===== config.mk =====
export PLATFORM = sky130hd
export DESIGN_NAME = stack_drain
export DESIGN_NICKNAME = d
export VERILOG_FILES = /design/src/rtl/stack_pkg.sv /design/src/rtl/stack_drain_obuf.sv /design/src/rtl/stack_drain.sv
export SDC_FILE = /design/constraint.sdc
export NUM_CORES = 1
export LEC_CHECK = 0
export ABC_AREA = 1
export CORE_UTILIZATION = 49
export CTS_CLUSTER_SIZE = 8
export DETAILED_ROUTE_END_ITERATION = 12
export GPL_TIMING_DRIVEN = 0
export HOLD_SLACK_MARGIN = 0.12
export MAX_ROUTING_LAYER = met4
export PLACE_DENSITY = 0.72
export SETUP_SLACK_MARGIN = 0.05
export SLEW_MARGIN = 20
export SYNTH_ARGS = -nofsm -noshare
export SYNTH_HDL_FRONTEND = slang
export SYNTH_SLANG_ARGS = --single-unit

===== constraint.sdc =====
create_clock -name clk -period 4.96 [get_ports clk]
set_input_delay 0.496 -clock clk [delete_from_list [all_inputs] [get_ports clk]]
set_output_delay 0.496 -clock clk [all_outputs]
set_load 0.02 [all_outputs]

===== src/rtl/stack_pkg.sv =====
// Shared definitions for the stack and its drain engine: drain FSM encoding,
// stack status bundle and output-buffer helpers.
package stack_pkg;

  typedef logic [1:0] drain_state_t;

  localparam drain_state_t IDLE  = 2'd0;
  localparam drain_state_t POP   = 2'd1;
  localparam drain_state_t FLUSH = 2'd2;
  localparam drain_state_t DONE  = 2'd3;

  typedef struct packed {
    logic empty;
    logic push;
  } stack_status_t;

  localparam int OBUF_DEPTH = 3;

  // Circular pointer over the three output-buffer slots.
  function automatic logic [1:0] obuf_ptr_inc(input logic [1:0] p);
    return (p == 2'd2) ? 2'd0 : p + 2'd1;
  endfunction

endpackage


===== src/rtl/stack_drain_obuf.sv =====
// Three-entry FIFO of {last, data} beats feeding the drain output stream.
module stack_drain_obuf
  import stack_pkg::*;
#(
  parameter int WIDTH = 32
) (
  input  logic             clk,
  input  logic             reset_n,
  input  logic             wr_en_i,
  input  logic [WIDTH:0]   wr_data_i,
  input  logic             rd_ready_i,
  output logic             rd_valid_o,
  output logic [WIDTH:0]   rd_data_o,
  output logic [1:0]       count_o
);

  logic [WIDTH:0] mem_q [OBUF_DEPTH];
  logic [1:0]     wr_ptr_q;
  logic [1:0]     rd_ptr_q;
  logic [1:0]     count_q;
  logic [1:0]     count_d;
  logic           rd_fire;
  logic           wr_ok;

  assign rd_fire = (count_q != 2'd0) && rd_ready_i;
  // A write into a full buffer is only accepted when a beat leaves the same cycle.
  assign wr_ok   = wr_en_i && ((count_q != 2'd3) || rd_fire);

  always_comb begin
    count_d = count_q;
    if (wr_ok && !rd_fire) begin
      count_d = count_q + 2'd1;
    end else if (!wr_ok && rd_fire) begin
      count_d = count_q - 2'd1;
    end
  end

  always_ff @(posedge clk or negedge reset_n) begin
    if (!reset_n) begin
      wr_ptr_q <= 2'd0;
      rd_ptr_q <= 2'd0;
      count_q  <= 2'd0;
      for (int i = 0; i < OBUF_DEPTH; i++) begin
        mem_q[i] <= '0;
      end
    end else begin
      if (wr_ok) begin
        mem_q[wr_ptr_q] <= wr_data_i;
        wr_ptr_q        <= obuf_ptr_inc(wr_ptr_q);
      end
      if (rd_fire) begin
        rd_ptr_q <= obuf_ptr_inc(rd_ptr_q);
      end
      count_q <= count_d;
    end
  end

  assign rd_valid_o = (count_q != 2'd0);
  assign rd_data_o  = mem_q[rd_ptr_q];
  assign count_o    = count_q;

endmodule


===== src/rtl/stack_drain.sv =====
// Drain engine: pops a LIFO stack into a ready/valid stream, either a fixed
// number of entries or until empty, then reports how many were popped.
module stack_drain
  import stack_pkg::*;
#(
  parameter  int WIDTH = 32,
  parameter  int DEPTH = 4,
  localparam int CNT_W = $clog2(DEPTH) + 1
) (
  input  logic             clk,
  input  logic             reset_n,
  input  logic             cmd_valid,
  output logic             cmd_ready,
  input  logic [CNT_W-1:0] cmd_count,
  input  logic [WIDTH-1:0] stk_data,
  input  logic             stk_empty,
  input  logic             stk_push,
  output logic             stk_pop,
  output logic             out_valid,
  input  logic             out_ready,
  output logic [WIDTH-1:0] out_data,
  output logic             out_last,
  output logic             done,
  output logic [CNT_W-1:0] done_count,
  output logic             underflow
);

  localparam logic [CNT_W-1:0] CNT_ONE = {{(CNT_W-1){1'b0}}, 1'b1};

  drain_state_t     state_q, state_d;
  logic [CNT_W-1:0] cmd_cnt_q;
  logic [CNT_W-1:0] pop_cnt_q;
  logic             pend_valid_q;
  logic [WIDTH-1:0] pend_data_q;
  logic [CNT_W-1:0] done_count_q;
  logic             underflow_q;
  logic [1:0]       obuf_count;
  logic [2:0]       occupancy;
  logic             limit_ok;
  logic             pend_last;
  logic [WIDTH:0]   obuf_rd_data;
  stack_status_t    stk_st;

  assign stk_st    = '{empty: stk_empty, push: stk_push};
  assign occupancy = {1'b0, obuf_count} + {2'b00, pend_valid_q};
  assign limit_ok  = (cmd_cnt_q == '0) || (pop_cnt_q < cmd_cnt_q);
  // Evaluated the cycle after the pop, when pop_cnt and stk_empty already reflect it.
  assign pend_last = ((pop_cnt_q == cmd_cnt_q) && (cmd_cnt_q != '0)) || stk_st.empty;

  assign cmd_ready = (state_q == IDLE);
  assign stk_pop   = (state_q == POP) && !stk_st.empty && !stk_st.push &&
                     (occupancy < 3'd3) && limit_ok;
  assign done      = (state_q == DONE);

  always_comb begin
    state_d = state_q;
    case (state_q)
      IDLE:    if (cmd_valid) state_d = POP;
      POP:     if ((pend_valid_q && pend_last) || (!pend_valid_q && stk_st.empty)) state_d = FLUSH;
      FLUSH:   if ((obuf_count == 2'd0) && !pend_valid_q) state_d = DONE;
      default: state_d = IDLE;
    endcase
  end

  always_ff @(posedge clk or negedge reset_n) begin
    if (!reset_n) begin
      state_q      <= IDLE;
      cmd_cnt_q    <= '0;
      pop_cnt_q    <= '0;
      pend_valid_q <= 1'b0;
      done_count_q <= '0;
      underflow_q  <= 1'b0;
    end else begin
      state_q      <= state_d;
      pend_valid_q <= stk_pop;
      if (cmd_valid && cmd_ready) begin
        cmd_cnt_q <= cmd_count;
        pop_cnt_q <= '0;
      end else if (stk_pop) begin
        pop_cnt_q <= pop_cnt_q + CNT_ONE;
      end
      if ((state_q == FLUSH) && (state_d == DONE)) begin
        done_count_q <= pop_cnt_q;
        underflow_q  <= (cmd_cnt_q != '0) && (pop_cnt_q < cmd_cnt_q);
      end
    end
  end

  always_ff @(posedge clk) begin
    if (stk_pop) begin
      pend_data_q <= stk_data;
    end
  end

  stack_drain_obuf #(.WIDTH(WIDTH)) u_obuf (
    .clk        (clk),
    .reset_n    (reset_n),
    .wr_en_i    (pend_valid_q),
    .wr_data_i  ({pend_last, pend_data_q}),
    .rd_ready_i (out_ready),
    .rd_valid_o (out_valid),
    .rd_data_o  (obuf_rd_data),
    .count_o    (obuf_count)
  );

  assign out_data   = obuf_rd_data[WIDTH-1:0];
  assign out_last   = obuf_rd_data[WIDTH];
  assign done_count = done_count_q;
  assign underflow  = underflow_q;

endmodule


* Word-level counts from Yosys, hierarchy flattened
Index checks and enable logic that the tools add are counted.
Storage, ports and cells: input port bits 41, logic and storage cells 82, flip-flop bits (word level) 150, output and inout bits 41
Cells by class: multiplexer cells 16, bitwise logic cells 2, reduce and logical (&&, ||, !) cells 32, eq/ne operators 8, add/subtract/negate cells 6, order comparisons 5
Operators by type and width (number):
- $bwmux W99 | 1
- $mux W33 | 3
- $bmux W33 S2 | 1
- $demux W33 S2 | 1
- $logic_and A1 B1 Y1 | 16
- $mux W2 | 7
- $eq A2 B2 Y1 const B | 5
- $add A2 B1 Y2 const B | 3
- $ge A3 B3 Y1 const B | 2
- $mux W3 | 2
- $not A2 Y3 | 2
- $pmux W2 S3 | 1
- $reduce_bool A2 Y1 | 3
- $logic_not A1 Y1 | 5
- $logic_not A2 Y1 | 2
- $logic_or A1 B1 Y1 | 4
- $add A2 B1 Y3 | 1
- $add A3 B1 Y3 const B | 1
- $eq A3 B3 Y1 | 1
- $logic_not A3 Y1 | 1
- $lt A3 B1 Y1 const B | 1
- $lt A3 B2 Y1 const B | 1
- $lt A3 B3 Y1 | 1
- $reduce_bool A3 Y1 | 1
- other kinds (3) | 3

* Longest topological paths before layout
word-level depth 9, gate-level depth with buffers 9, gate-level depth less buffers 9

* Cells and area by module
A second synthesis with hierarchy kept.
Second synthesis, totals: cell total of the unflattened synthesis 742, area total of the unflattened synthesis 6661.4 um^2
By module, submodules not included:
- stack_drain_obuf | cells each 624, times used 1, area an instance 4963.5 um^2, sequential area each 2627.5 um^2
- stack_drain | cells each 118, times used 1, area an instance 1697.9 um^2, sequential area each 1286.2 um^2

* Worst setup path after synthesis
OpenSTA, ideal clock, no wires.
path kind reg2out, start register pend_valid_q, end output port stk_pop, slack 2.399 ns, data arrival time 2.065 ns, buffers on the path 0, required time 4.464 ns, stages on the path, launching flop included 8, cell sequence dfrtp_1 > ha_1 > ha_1 > nand2_1 > nand2_1 > nor2_1 > nand2_1 > inv_1
On the way: cells in the longest elaborated chain, start to end 4
Ends and longest elaborated chain:
- start: declaration | RTL line stack_drain.sv:33 | logic pend_valid_q;
- start signal: assignment | RTL line stack_drain.sv:75 | pend_valid_q <= stk_pop;
- $add A2 B1 Y3 | RTL line stack_drain.sv:45 | assign occupancy = {1'b0, obuf_count} + {2'b00, pend_valid_q};
- $lt A3 B2 Y1 | RTL line stack_drain.sv:52 | (occupancy < 3'd3) && limit_ok;
- $logic_and A1 B1 Y1 | RTL line stack_drain.sv:51 | assign stk_pop = (state_q == POP) && !stk_st.empty && !stk_st.push &&
- $logic_and A1 B1 Y1 | RTL line stack_drain.sv:52
- end: declaration | RTL line stack_drain.sv:18 | output logic stk_pop,
Every way passes these cells.

* Worst setup path in the final report
Ends and elaborated chain as after synthesis.

==> metrics.txt <==
# TYPE chip_impl_metric gauge
chip_impl_metric{name="synth.area.mux_share",unit="%"} 0.174
chip_impl_metric{name="synth_area_per_cell",unit="sq um"} 9.98
chip_impl_metric{name="io_pins",unit=""} 82
chip_impl_info{name="crit_path_cell_trace",value="ha_1, ha_1, nand2_1, nand2_1, nor2_1, nand2_1, inv_2, clkdlybuf4s50_1"} 1
chip_impl_metric{name="drt_first_iter_violations",unit=""} 411
chip_impl_metric{name="synth.top_cell.area_share",unit="%"} 45.5
chip_impl_metric{name="switchingPower",unit="mW"} 1.80
chip_impl_info{name="reg2reg_from",value="pend_valid_q"} 1
chip_impl_metric{name="clock_latency",unit="ps"} 410
chip_impl_metric{name="vdd_ir_drop_max",unit="uV"} 314
chip_impl_metric{name="path_max_fanout",unit=""} 34
chip_impl_metric{name="post_route_cells_drive_above_1_share",unit="%"} 10.3
chip_impl_metric{name="cts_sink_count",unit=""} 150
chip_impl_metric{name="finalWorstPathRequiredPeriod",unit="ps"} 3740
chip_impl_metric{name="switching_share",unit="%"} 35.5
chip_impl_metric{name="drc",unit=""} 0
chip_impl_metric{name="p_leak",unit="nW"} 3.67
chip_impl_info{name="worstHoldEndpoint",value="u_obuf.mem_q[43]"} 1
chip_impl_metric{name="drv_cap",unit=""} 0
chip_impl_info{name="crit_path_frequent_cell",value="sky130_fd_sc_hd__nand2_1"} 1
chip_impl_metric{name="clkPwrFrac",unit="%"} 24.3
chip_impl_metric{name="antenna_cells_inserted",unit=""} 0
chip_impl_metric{name="setup_violations",unit=""} 0
chip_impl_metric{name="warning_count_from_the_yosys_run",unit=""} 0
chip_impl_metric{name="vias_per_cell",unit=""} 5.26
chip_impl_metric{name="grt_max_degree",unit=""} 63
chip_impl_info{name="synth_area_leader_cell",value="sky130_fd_sc_hd__dfrtp_1"} 1
chip_impl_metric{name="placedCellCount",unit=""} 904
chip_impl_metric{name="clockBufferDepth",unit=""} 2
chip_impl_metric{name="postRouteAntennaNets",unit=""} 0
chip_impl_metric{name="unique_masters_post_synth",unit=""} 32
chip_impl_info{name="ys_flop_type",value="sky130_fd_sc_hd__dfrtp_1"} 1
chip_impl_metric{name="detailroute.via_count",unit=""} 4930
chip_impl_metric{name="die_area",unit="sq um"} 13700
chip_impl_metric{name="r2r_cells",unit=""} 7
chip_impl_metric{name="synth_simple_gate_area_share",unit="%"} 14.7
chip_impl_metric{name="cts.clk_slew.worst_paths",unit="ps"} 50
chip_impl_info{name="worstSetupEndpointType",value="output pin"} 1
chip_impl_metric{name="grt_first_pass_wirelength",unit="um"} 24600
chip_impl_metric{name="wl",unit="um"} 14900
chip_impl_metric{name="yosys.area_share.adder",unit="%"} 1.35
chip_impl_info{name="reg2reg_capture_point",value="pend_data_q[16]"} 1
chip_impl_info{name="path_class",value="flop to output pin"} 1
chip_impl_info{name="leading_cell_type_by_number_of_instances_after_synthesis",value="sky130_fd_sc_hd__nand2_1"} 1
chip_impl_metric{name="drt_first_pass_iters",unit=""} 5
chip_impl_metric{name="syn_std_cell_area",unit="sq um"} 6490
chip_impl_metric{name="grt_use_total",unit="%"} 25.0
chip_impl_info{name="outcome",value="complete, no violations"} 1
chip_impl_metric{name="timing.final.max_slew_violations",unit=""} 0
chip_impl_metric{name="synth_nets",unit=""} 698
chip_impl_metric{name="areaGrowthSynthToFinish",unit="%"} 25.1
chip_impl_metric{name="arrival",unit="ps"} 3250
chip_impl_info{name="timing.critical_path.from_type",value="flop"} 1
chip_impl_info{name="timing.critical_path.slowest_stage_cell",value="sky130_fd_sc_hd__clkdlybuf4s50_1"} 1
chip_impl_metric{name="hpwl",unit="um"} 9530
chip_impl_metric{name="synth_edf_count",unit=""} 32
chip_impl_metric{name="clock.fmax",unit="MHz"} 267
chip_impl_metric{name="synthArstFlopShare",unit="%"} 78.7
chip_impl_metric{name="cts_resized",unit=""} 0
chip_impl_metric{name="timing.critical_path.slowest_cell_delay",unit="ps"} 740
chip_impl_metric{name="final_replace_weighted_congestion",unit=""} 0.829
chip_impl_metric{name="syn-instance-count",unit=""} 650
chip_impl_metric{name="fin_worst_skew",unit="ps"} 5.84
chip_impl_metric{name="cell_depth_of_the_worst_min_delay_path",unit=""} 2
chip_impl_metric{name="place.port_buffers",unit=""} 81
chip_impl_metric{name="nets",unit=""} 800
chip_impl_metric{name="h_tree_levels",unit=""} 4
chip_impl_metric{name="ys_seq_area_share",unit="%"} 60.3
chip_impl_metric{name="yosys_register_bits",unit=""} 150
chip_impl_metric{name="dpl-instance-area",unit="sq um"} 7540
chip_impl_metric{name="floorplan.die.width",unit="um"} 117
chip_impl_metric{name="timing.final.hold_violations",unit=""} 0
chip_impl_metric{name="layout.core_utilization",unit="%"} 63.6
chip_impl_metric{name="power.combinational.fraction",unit="%"} 37.1
chip_impl_metric{name="period_share",unit="%"} 75.4
chip_impl_metric{name="tritoncts.num_buffers",unit=""} 17
chip_impl_metric{name="initial_utilization",unit="%"} 50.8
chip_impl_metric{name="core_area",unit="sq um"} 12800
chip_impl_metric{name="p_int",unit="mW"} 3.28
chip_impl_info{name="clock_root_buffer",value="sky130_fd_sc_hd__clkbuf_16"} 1
chip_impl_info{name="synth_area_leaders",value="sky130_fd_sc_hd__dfrtp_1 45%, sky130_fd_sc_hd__edfxtp_1 15%, sky130_fd_sc_hd__nand2_1 9.5%"} 1
chip_impl_info{name="worst_path_dominant_cell_family",value="buffers and inverters"} 1
chip_impl_metric{name="synth_xor_area_share",unit="%"} 0.405
chip_impl_metric{name="synth_compound_gate_area_share",unit="%"} 13.7
chip_impl_metric{name="max_slew_margin",unit="%"} 47.9
chip_impl_metric{name="first_global_vias",unit=""} 5094
chip_impl_info{name="cts_tree",value="yes"} 1
chip_impl_metric{name="grt_overflow_total",unit=""} 0
chip_impl_metric{name="p_seq_share",unit="%"} 38.7
chip_impl_metric{name="setup.reg_to_reg.worst_slack",unit="ps"} 2490
chip_impl_metric{name="final_area",unit="sq um"} 8120
chip_impl_metric{name="worstPathBufferInverterCount",unit=""} 2
chip_impl_metric{name="required",unit="ps"} 4460
chip_impl_metric{name="detail_route.wl_per_cell",unit="um"} 15.9
chip_impl_info{name="combinational_family_with_the_most_area_after_synthesis",value="simple AND/OR/NAND/NOR gates"} 1
chip_impl_metric{name="rows",unit=""} 41
chip_impl_metric{name="floorplan.die.height",unit="um"} 117
chip_impl_metric{name="antenna_found_initial",unit=""} 0
chip_impl_info{name="source_of_the_worst_hold_timing_path",value="u_obuf.mem_q[43]"} 1
chip_impl_info{name="holdCritPathClass",value="flop to flop"} 1
chip_impl_info{name="grt_setup_unrepaired",value="no"} 1
chip_impl_info{name="synth_common_cells",value="164 x sky130_fd_sc_hd__nand2_1, 118 x sky130_fd_sc_hd__dfrtp_1, 84 x sky130_fd_sc_hd__inv_1"} 1
chip_impl_metric{name="worst-slew-pin-transition",unit="ps"} 781
chip_impl_metric{name="finish.cell_count_without_fillers",unit=""} 937
chip_impl_metric{name="power_density",unit="nW/um^2"} 627
power groups by stage:
stage                     sequential, mW  clock, mW  combinational [mW]
final                               1.97       1.23                1.89
after global routing                2.02       1.31                2.10
after CTS                           1.96       1.25                1.91
after detailed placement            1.98          0                1.89
after global placement              1.96          0                1.83
after floorplan                     1.93          0                1.17
per-layer routing:
metal / GRT usage (%) / up-vias / routed length, um
li1: - / 2335 / -
met2: 41.4 / 179 / 7470
met4: 9.03 / 0 / 255
met3: 5.46 / 22 / 900
met1: 30.3 / 2394 / 6250
met5: - / - / 0
registers in the layout, summed over array words and instances, names as in the netlist:
| signal | count |
|---|---|
| underflow | 1 |
| u_obuf.mem_q | 99 |
| u_obuf.count_o | 2 |
| state_q | 2 |
| pend_data_q | 32 |
| u_obuf.rd_ptr_q | 2 |
| pop_cnt_q | 3 |
| done_count | 3 |
| pend_valid_q | 1 |
| u_obuf.wr_ptr_q | 2 |
| cmd_cnt_q | 3 |
per-stage QoR:
stage,setup slack (ps),setup TNS (ps),hold slack (ps),total power [mW]
2_1_floorplan,2400,0,200,3.10
3_3_place_gp,-961,-112600,461,3.78
3_5_place_dp,1610,0,469,3.86
4_1_cts,1170,0,484,5.12
5_1_grt,1040,0,503,5.43
6_report,1220,0,485,5.09
area by class of cell:
cell class | instances | area (sq um)
plain buffers | 36 | 287
inverters | 86 | 325
clock buffers | 27 | 493
well taps | 172 | 215
multi-input cells | 378 | 1960
repair buffers | 83 | 850
clock inverters | 5 | 72.6
flip-flops and latches | 150 | 3910
fillers | 1039 | 4650
cell families after synthesis:
| kind of cell | after synthesis |
|---|---|
| simple gates | 226 |
| flops | 150 |
| compound gates | 141 |
| buf+inv | 122 |
| fa+ha+maj | 7 |
| xor+xnor | 3 |
| mux | 1 |
what timing repair did:
item / in CTS / in global routing
hold buffers: 1 / 0
setup buffers: 0 / 0
endpoints found under the hold margin: 56 / 0
worst max-delay path by stage:
stage / from / to / slack, ps / cells after the start
2_1_floorplan: pend_valid_q / stk_pop / 2400 / 7
3_3_place_gp: reset_n / u_obuf.mem_q[59] / -960 / 1
3_5_place_dp: stk_empty / stk_pop / 1610 / 7
4_1_cts: pend_valid_q / stk_pop / 1170 / 8
5_1_grt: pend_valid_q / stk_pop / 1040 / 8
6_report: pend_valid_q / stk_pop / 1220 / 8
worst min-delay path, delay by kind of cell (launching register included):
kind,cells,cell delay (ps)
flip-flops,1,330
AND/OR/NAND/NOR,1,50
AO/OA/AOI/OAI,1,60
cell usage in the layout (no fill, tap or decap), drive strengths merged:
cell type	netlist	final
nand2	165	165
dfrtp	118	118
o21ai	102	102
inv	86	86
clkdlybuf4s50	0	80
nand3	46	46
clkbuf	16	43
o211ai	33	33
edfxtp	32	32
buf	20	22
nor2	9	9
ha	7	7
a21oi	5	5
nand4	4	4
clkinv	0	3
xnor2	2	2
bufinv	0	2
or2	1	1
nor3	1	1
mux2	1	1
xor2	1	1
o21a	1	1
dlygate4sd3	0	1
(Power assumes the default switching activity.)
